==> src/rtl/crossy_pkg.sv <==
// rtl/crossy_pkg.sv - shared types and constants for the crossy-road game logic
package crossy_pkg;

    typedef enum logic [2:0] {
        ST_ATTRACT = 3'd0,
        ST_PLAY    = 3'd1,
        ST_HIT     = 3'd2,
        ST_RESPAWN = 3'd3,
        ST_OVER    = 3'd4
    } state_e;

    localparam int FRAME_LINE_DEF = 480;
    localparam int SCORE_W        = 8;

    // 12-bit RGB colours the display mux picks between using o_flash
    localparam logic [11:0] COLOR_CHICKEN = 12'hFF0;
    localparam logic [11:0] COLOR_FLASH   = 12'hFFF;

    function automatic logic [1:0] lives_dec(input logic [1:0] lives);
        return (lives == 2'd0) ? 2'd0 : lives - 2'd1;
    endfunction

endpackage

==> src/rtl/btn_debounce.sv <==
// rtl/btn_debounce.sv - button synchroniser, frame-rate debounce and press detect
module btn_debounce (
    input  logic i_clk,
    input  logic i_rst_n,
    input  logic i_btn,
    input  logic i_tick,
    output logic o_press
);

    logic sync1_q, sync1_d;
    logic sync2_q, sync2_d;
    logic samp_q, samp_d;
    logic level_q, level_d;

    always_ff @(posedge i_clk or negedge i_rst_n) begin
        if (!i_rst_n) begin
            sync1_q <= 1'b0;
            sync2_q <= 1'b0;
            samp_q  <= 1'b0;
            level_q <= 1'b0;
        end else begin
            sync1_q <= sync1_d;
            sync2_q <= sync2_d;
            samp_q  <= samp_d;
            level_q <= level_d;
        end
    end

    // Level only follows two consecutive equal tick samples, so a one-frame glitch is ignored
    always_comb begin
        sync1_d = i_btn;
        sync2_d = sync1_q;
        samp_d  = samp_q;
        level_d = level_q;
        o_press = 1'b0;
        if (i_tick) begin
            samp_d = sync2_q;
            if (sync2_q == samp_q) begin
                level_d = sync2_q;
                o_press = sync2_q & ~level_q;
            end
        end
    end

endmodule

==> src/rtl/game_ctrl.sv <==
// rtl/game_ctrl.sv - frame-synchronous game state sequencer with lives and high score
module game_ctrl
    import crossy_pkg::*;
#(
    parameter int LIVES      = 3,
    parameter int HIT_FRAMES = 60,
    parameter int FRAME_LINE = FRAME_LINE_DEF
) (
    input  logic               i_clk,
    input  logic               i_rst_n,
    input  logic [9:0]         i_hpos,
    input  logic [9:0]         i_vpos,
    input  logic               i_move_btn,
    input  logic               i_collide,
    input  logic [SCORE_W-1:0] i_score,
    output logic               o_game_rst,
    output logic               o_move,
    output logic               o_run,
    output logic               o_flash,
    output logic [1:0]         o_lives,
    output logic [SCORE_W-1:0] o_high_score,
    output logic [2:0]         o_state
);

    state_e             state_q, state_d;
    logic [7:0]         frame_cnt_q, frame_cnt_d;
    logic [1:0]         lives_q, lives_d;
    logic [SCORE_W-1:0] high_q, high_d;
    logic               hit_latch_q, hit_latch_d;
    logic               game_rst_q, game_rst_d;
    logic               move_q, move_d;
    logic               run_q, run_d;
    logic               flash_q, flash_d;

    logic tick;
    logic press;
    logic hit_now;

    assign tick    = (i_vpos == 10'(FRAME_LINE)) && (i_hpos == 10'd0);
    // A collision on the tick cycle itself still counts for this frame
    assign hit_now = hit_latch_q | i_collide;

    btn_debounce u_btn (
        .i_clk   (i_clk),
        .i_rst_n (i_rst_n),
        .i_btn   (i_move_btn),
        .i_tick  (tick),
        .o_press (press)
    );

    always_ff @(posedge i_clk or negedge i_rst_n) begin
        if (!i_rst_n) begin
            state_q     <= ST_ATTRACT;
            frame_cnt_q <= 8'd0;
            lives_q     <= 2'(LIVES);
            high_q      <= '0;
            hit_latch_q <= 1'b0;
            game_rst_q  <= 1'b1;
            move_q      <= 1'b0;
            run_q       <= 1'b0;
            flash_q     <= 1'b0;
        end else begin
            state_q     <= state_d;
            frame_cnt_q <= frame_cnt_d;
            lives_q     <= lives_d;
            high_q      <= high_d;
            hit_latch_q <= hit_latch_d;
            game_rst_q  <= game_rst_d;
            move_q      <= move_d;
            run_q       <= run_d;
            flash_q     <= flash_d;
        end
    end

    always_comb begin
        state_d     = state_q;
        lives_d     = lives_q;
        high_d      = high_q;
        hit_latch_d = tick ? 1'b0 : hit_now;
        if (tick) begin
            case (state_q)
                ST_ATTRACT: if (press) begin
                    state_d = ST_PLAY;
                    lives_d = 2'(LIVES);
                end
                ST_PLAY: if (hit_now) begin
                    state_d = ST_HIT;
                    lives_d = lives_dec(lives_q);
                    if (i_score > high_q) high_d = i_score;
                end
                ST_HIT: if (frame_cnt_q == 8'(HIT_FRAMES - 1)) begin
                    state_d = (lives_q == 2'd0) ? ST_OVER : ST_RESPAWN;
                end
                ST_RESPAWN: state_d = ST_PLAY;
                ST_OVER: if (press) begin
                    state_d = ST_RESPAWN;
                    lives_d = 2'(LIVES);
                end
                default: state_d = ST_ATTRACT;
            endcase
        end
        frame_cnt_d = frame_cnt_q;
        if (state_d != state_q) begin
            frame_cnt_d = 8'd0;
        end else if (tick && state_q == ST_HIT && frame_cnt_q != 8'hFF) begin
            frame_cnt_d = frame_cnt_q + 8'd1;
        end
    end

    // Outputs are decoded from the next state so they change together with it
    always_comb begin
        game_rst_d = (state_d == ST_ATTRACT) || (state_d == ST_RESPAWN);
        run_d      = (state_d == ST_PLAY);
        flash_d    = (state_d == ST_HIT) && frame_cnt_d[3];
        move_d     = tick && (state_q == ST_PLAY) && press && !hit_now;
    end

    assign o_game_rst   = game_rst_q;
    assign o_move       = move_q;
    assign o_run        = run_q;
    assign o_flash      = flash_q;
    assign o_lives      = lives_q;
    assign o_high_score = high_q;
    assign o_state      = state_q;

endmodule

==> config.mk <==
export PLATFORM = sky130hd
export DESIGN_NAME = game_ctrl
export DESIGN_NICKNAME = d
export VERILOG_FILES = /design/src/rtl/crossy_pkg.sv /design/src/rtl/btn_debounce.sv /design/src/rtl/game_ctrl.sv
export SDC_FILE = /design/constraint.sdc
export NUM_CORES = 1
export LEC_CHECK = 0
export ABC_AREA = 1
export CORE_MARGIN = 2
export CORE_UTILIZATION = 45
export CTS_BUF_LIST = sky130_fd_sc_hd__clkbuf_8
export CTS_CLUSTER_DIAMETER = 40
export DETAILED_ROUTE_END_ITERATION = 10
export PLACE_DENSITY = 0.8
export SLEW_MARGIN = 20
export SYNTH_ARGS = -nofsm -noshare
export SYNTH_HDL_FRONTEND = slang
export SYNTH_SLANG_ARGS = --single-unit
==> constraint.sdc <==
create_clock -name i_clk -period 1.76 [get_ports i_clk]
set_clock_uncertainty 0.15 [all_clocks]
set_input_delay 0.44 -clock i_clk [delete_from_list [all_inputs] [get_ports i_clk]]
set_output_delay 0.44 -clock i_clk [all_outputs]
set_load 0.01 [all_outputs]
==> flow_summary.json <==
{
  "max_cap_violations": 0,
  "netlist_instances": 247,
  "synth.area.top_cells": "dfrtp_1 36%, nand2_1 12%, inv_1 7.0%, nand3_1 6.2%, ha_1 6.0%",
  "critPathMaxStageDelay_ps": 440,
  "status": "finished, violations left",
  "end_kind": "flip-flop",
  "grt_pass1_wl_um": 10300,
  "antenna_found_initial": 0,
  "hold_class": "reg -> reg",
  "cts.root.buffer_cell": "clkbuf_8",
  "syn-mean-instance-area_um2": 7.55,
  "cts.sink_count": 30,
  "synth_top_area_share": 0.362,
  "vias_per_cell": 5.80,
  "max_slew_margin": 0.715,
  "hold_violations": 0,
  "core_mm2": 0.00400,
  "die_w_um": 68.4,
  "grt_pass1_vias": 2300,
  "cts_tree": "done",
  "synthFlopType": "dfrtp_1",
  "clockBufferDepth": 2,
  "critPathCapture": "o_flash",
  "die_y_um": 68.4,
  "rsz0062_at_grt": "true",
  "diodes": 0,
  "drt_iter0_markers": 227,
  "ios": 49,
  "synth.most_common_cell": "nand2_1",
  "cp-start-kind": "flip-flop",
  "netlist_top_cells_count": "62 x nand2_1, 35 x inv_1, 29 x nor2_1",
  "yosysTopAreaCell": "dfrtp_1",
  "synth_cell_types": 32,
  "irDropWorstVdd_mv": 0.368,
  "syn_area_mm2": 0.00187,
  "grt_max_degree": 31,
  "place_area_mm2": 0.00279,
  "crit_slowest_cell": "dfrtp_1",
  "drive_above_1_share": 0.561,
  "seq_area_frac_synth": 0.404,
  "synth_seq_cells": 30,
  "path_cells": "ha_4 > nand3_1 > inv_1 > a21boi_4 > nand2_4 > nor2_4 > buf_6 > xor2_4 > nand3_4 > nor2_2",
  "critPathLaunch": "frame_cnt_q[1]",
  "min_from": "u_btn.sync1_q",
  "setup_tns_ps": -3920,
  "ant_nets": 0,
  "initial_core_util": 0.466,
  "required_ps": 1830,
  "avgRoutedWirePerCell_um": 20.9,
  "ff2ff_setup_slack_ps": -270,
  "setup_ws_ps": -268,
  "hold_slack_ps": 202,
  "min_period_ps": 2030,
  "htree_levels": 2,
  "synth_warnings": 0,
  "p_leak_nw": 1.73,
  "hold_buffers": 0,
  "min_period_over_period": 1.15,
  "area_growth_pct": 87.7,
  "dieArea_mm2": 0.00468,
  "fin_nets": 414,
  "num_vias": 2458,
  "routed_wl_um": 8880,
  "p_per_area_mw_per_mm2": 426,
  "r2r_cells": 10,
  "grt_overflow": 0,
  "crit_fanout": 3,
  "grt_use_total": 0.305,
  "routabilityCongestion": 0.797,
  "tightest_slew_ps": 424,
  "drv_slew": 0,
  "clkLatencyLatePin_ps": 300,
  "postLayoutCellArea_mm2": 0.00350,
  "setup_violations": 26,
  "drc_errors": 0,
  "r2r_start": "frame_cnt_q[1]",
  "fmax_mhz": 493,
  "port-buffer-count": 48,
  "drtPass1Iterations": 7,
  "path_class": "reg -> reg",
  "syn-num-nets": 288,
  "hpwl_um": 3740,
  "violations": "negative setup slack",
  "cts_buffers": 5,
  "critPathArrivalTime_ps": 2100,
  "cts.clk_slew.worst_paths_ps": 80,
  "num_rows": 23,
  "async_reset_ff_frac": 1.00,
  "r2r_end": "o_flash",
  "synth-edff-count": 0
}
## metal layers
layer | global-route usage | wire length (µm) | vias up | share of wire
met5 | 0 | 0 | - | 0
met4 | 0.125 | 667 | 0 | 0.075
met3 | 0.0757 | 555 | 74 | 0.063
met2 | 0.560 | 4500 | 154 | 0.51
met1 | 0.328 | 3160 | 1184 | 0.36
li1 | - | - | 1046 | -
## cells by family (layout without fill, tap and decap cells)
group / Yosys count / count (layout) / synth area share
flops: 30 / 30 / 0.404
simple gates: 140 / 141 / 0.346
buf+inv: 40 / 166 / 0.0852
xor+xnor: 4 / 4 / 0.0188
compound gates: 24 / 24 / 0.0852
fa+ha+maj: 9 / 9 / 0.0604
## repair_timing
| item | 4_1_cts | 5_1_grt |
|---|---|---|
| setup endpoints to repair | 41 | 26 |
| buffers inserted | 20 | 12 |
| gates cloned | 1 | 0 |
| resized for setup | 136 | 80 |
| pin swaps | 55 | 57 |
## critical path, delay by kind of cell, from the launching register on
kind,cells,cell delay [ps]
flip-flops,1,440
adder cells (fa/ha/maj),1,200
XOR/XNOR,1,180
AO/OA/AOI/OAI,1,190
AND/OR/NAND/NOR,5,540
buffers and inverters,2,250
## cells in the final DEF (no fill, tap or decap), types with 10 or more instances in the layout
cell / n
nand2_4: 13
inv_2: 10
nand3_2: 10
nand2_1: 41
nand2_2: 14
nor2_4: 12
buf_6: 11
nor2_2: 14
buf_4: 60
dlygate4sd2_1: 20
inv_1: 23
dfrtp_1: 25
## registers in the layout, indices dropped and copies added, names as in the netlist
register / count
frame_cnt_q: 8
o_high_score: 8
o_state: 3
o_lives: 2
hit_latch_q: 1
o_flash: 1
o_game_rst: 1
o_move: 1
o_run: 1
u_btn.level_q: 1
u_btn.samp_q: 1
u_btn.sync1_q: 1
u_btn.sync2_q: 1
## how the worst min path moves through the flow
stage	end	slack, ps	depth (start not counted)
floorplan	frame_cnt_q[0]	-6	0
global placement	u_btn.sync2_q	180	0
detailed placement	u_btn.sync2_q	190	0
CTS	u_btn.sync2_q	200	0
global route	u_btn.sync2_q	210	0
finish	u_btn.sync2_q	200	0
## cell type report
type | instances | area [µm²]
inverter | 39 | 176
multi-input combinational | 178 | 1460
fill | 187 | 499
clock inverter | 2 | 7.51
tap | 50 | 62.6
sequential | 30 | 757
clock buffer | 6 | 82.6
timing repair buffer | 119 | 960
## through the flow
stage | utilization | power, mW | std cells | setup WS, ps
floorplan | - | 0.754 | 247 | -6.76
global placement | 0.697 | 0.869 | 384 | -642
detailed placement | 0.697 | 0.872 | 384 | -683
CTS | 0.797 | 1.42 | 413 | -79.4
global route | 0.875 | 1.52 | 424 | -306
finish | 0.875 | 1.49 | 424 | -268
## where the power goes
part / switching [mW] / internal [mW] / total [mW]
logic: 0.101 / 0.0878 / 0.189
clock network: 0.300 / 0.308 / 0.608
registers: 0.00142 / 0.692 / 0.693
Note: power is estimated with default switching activity, not from simulation.
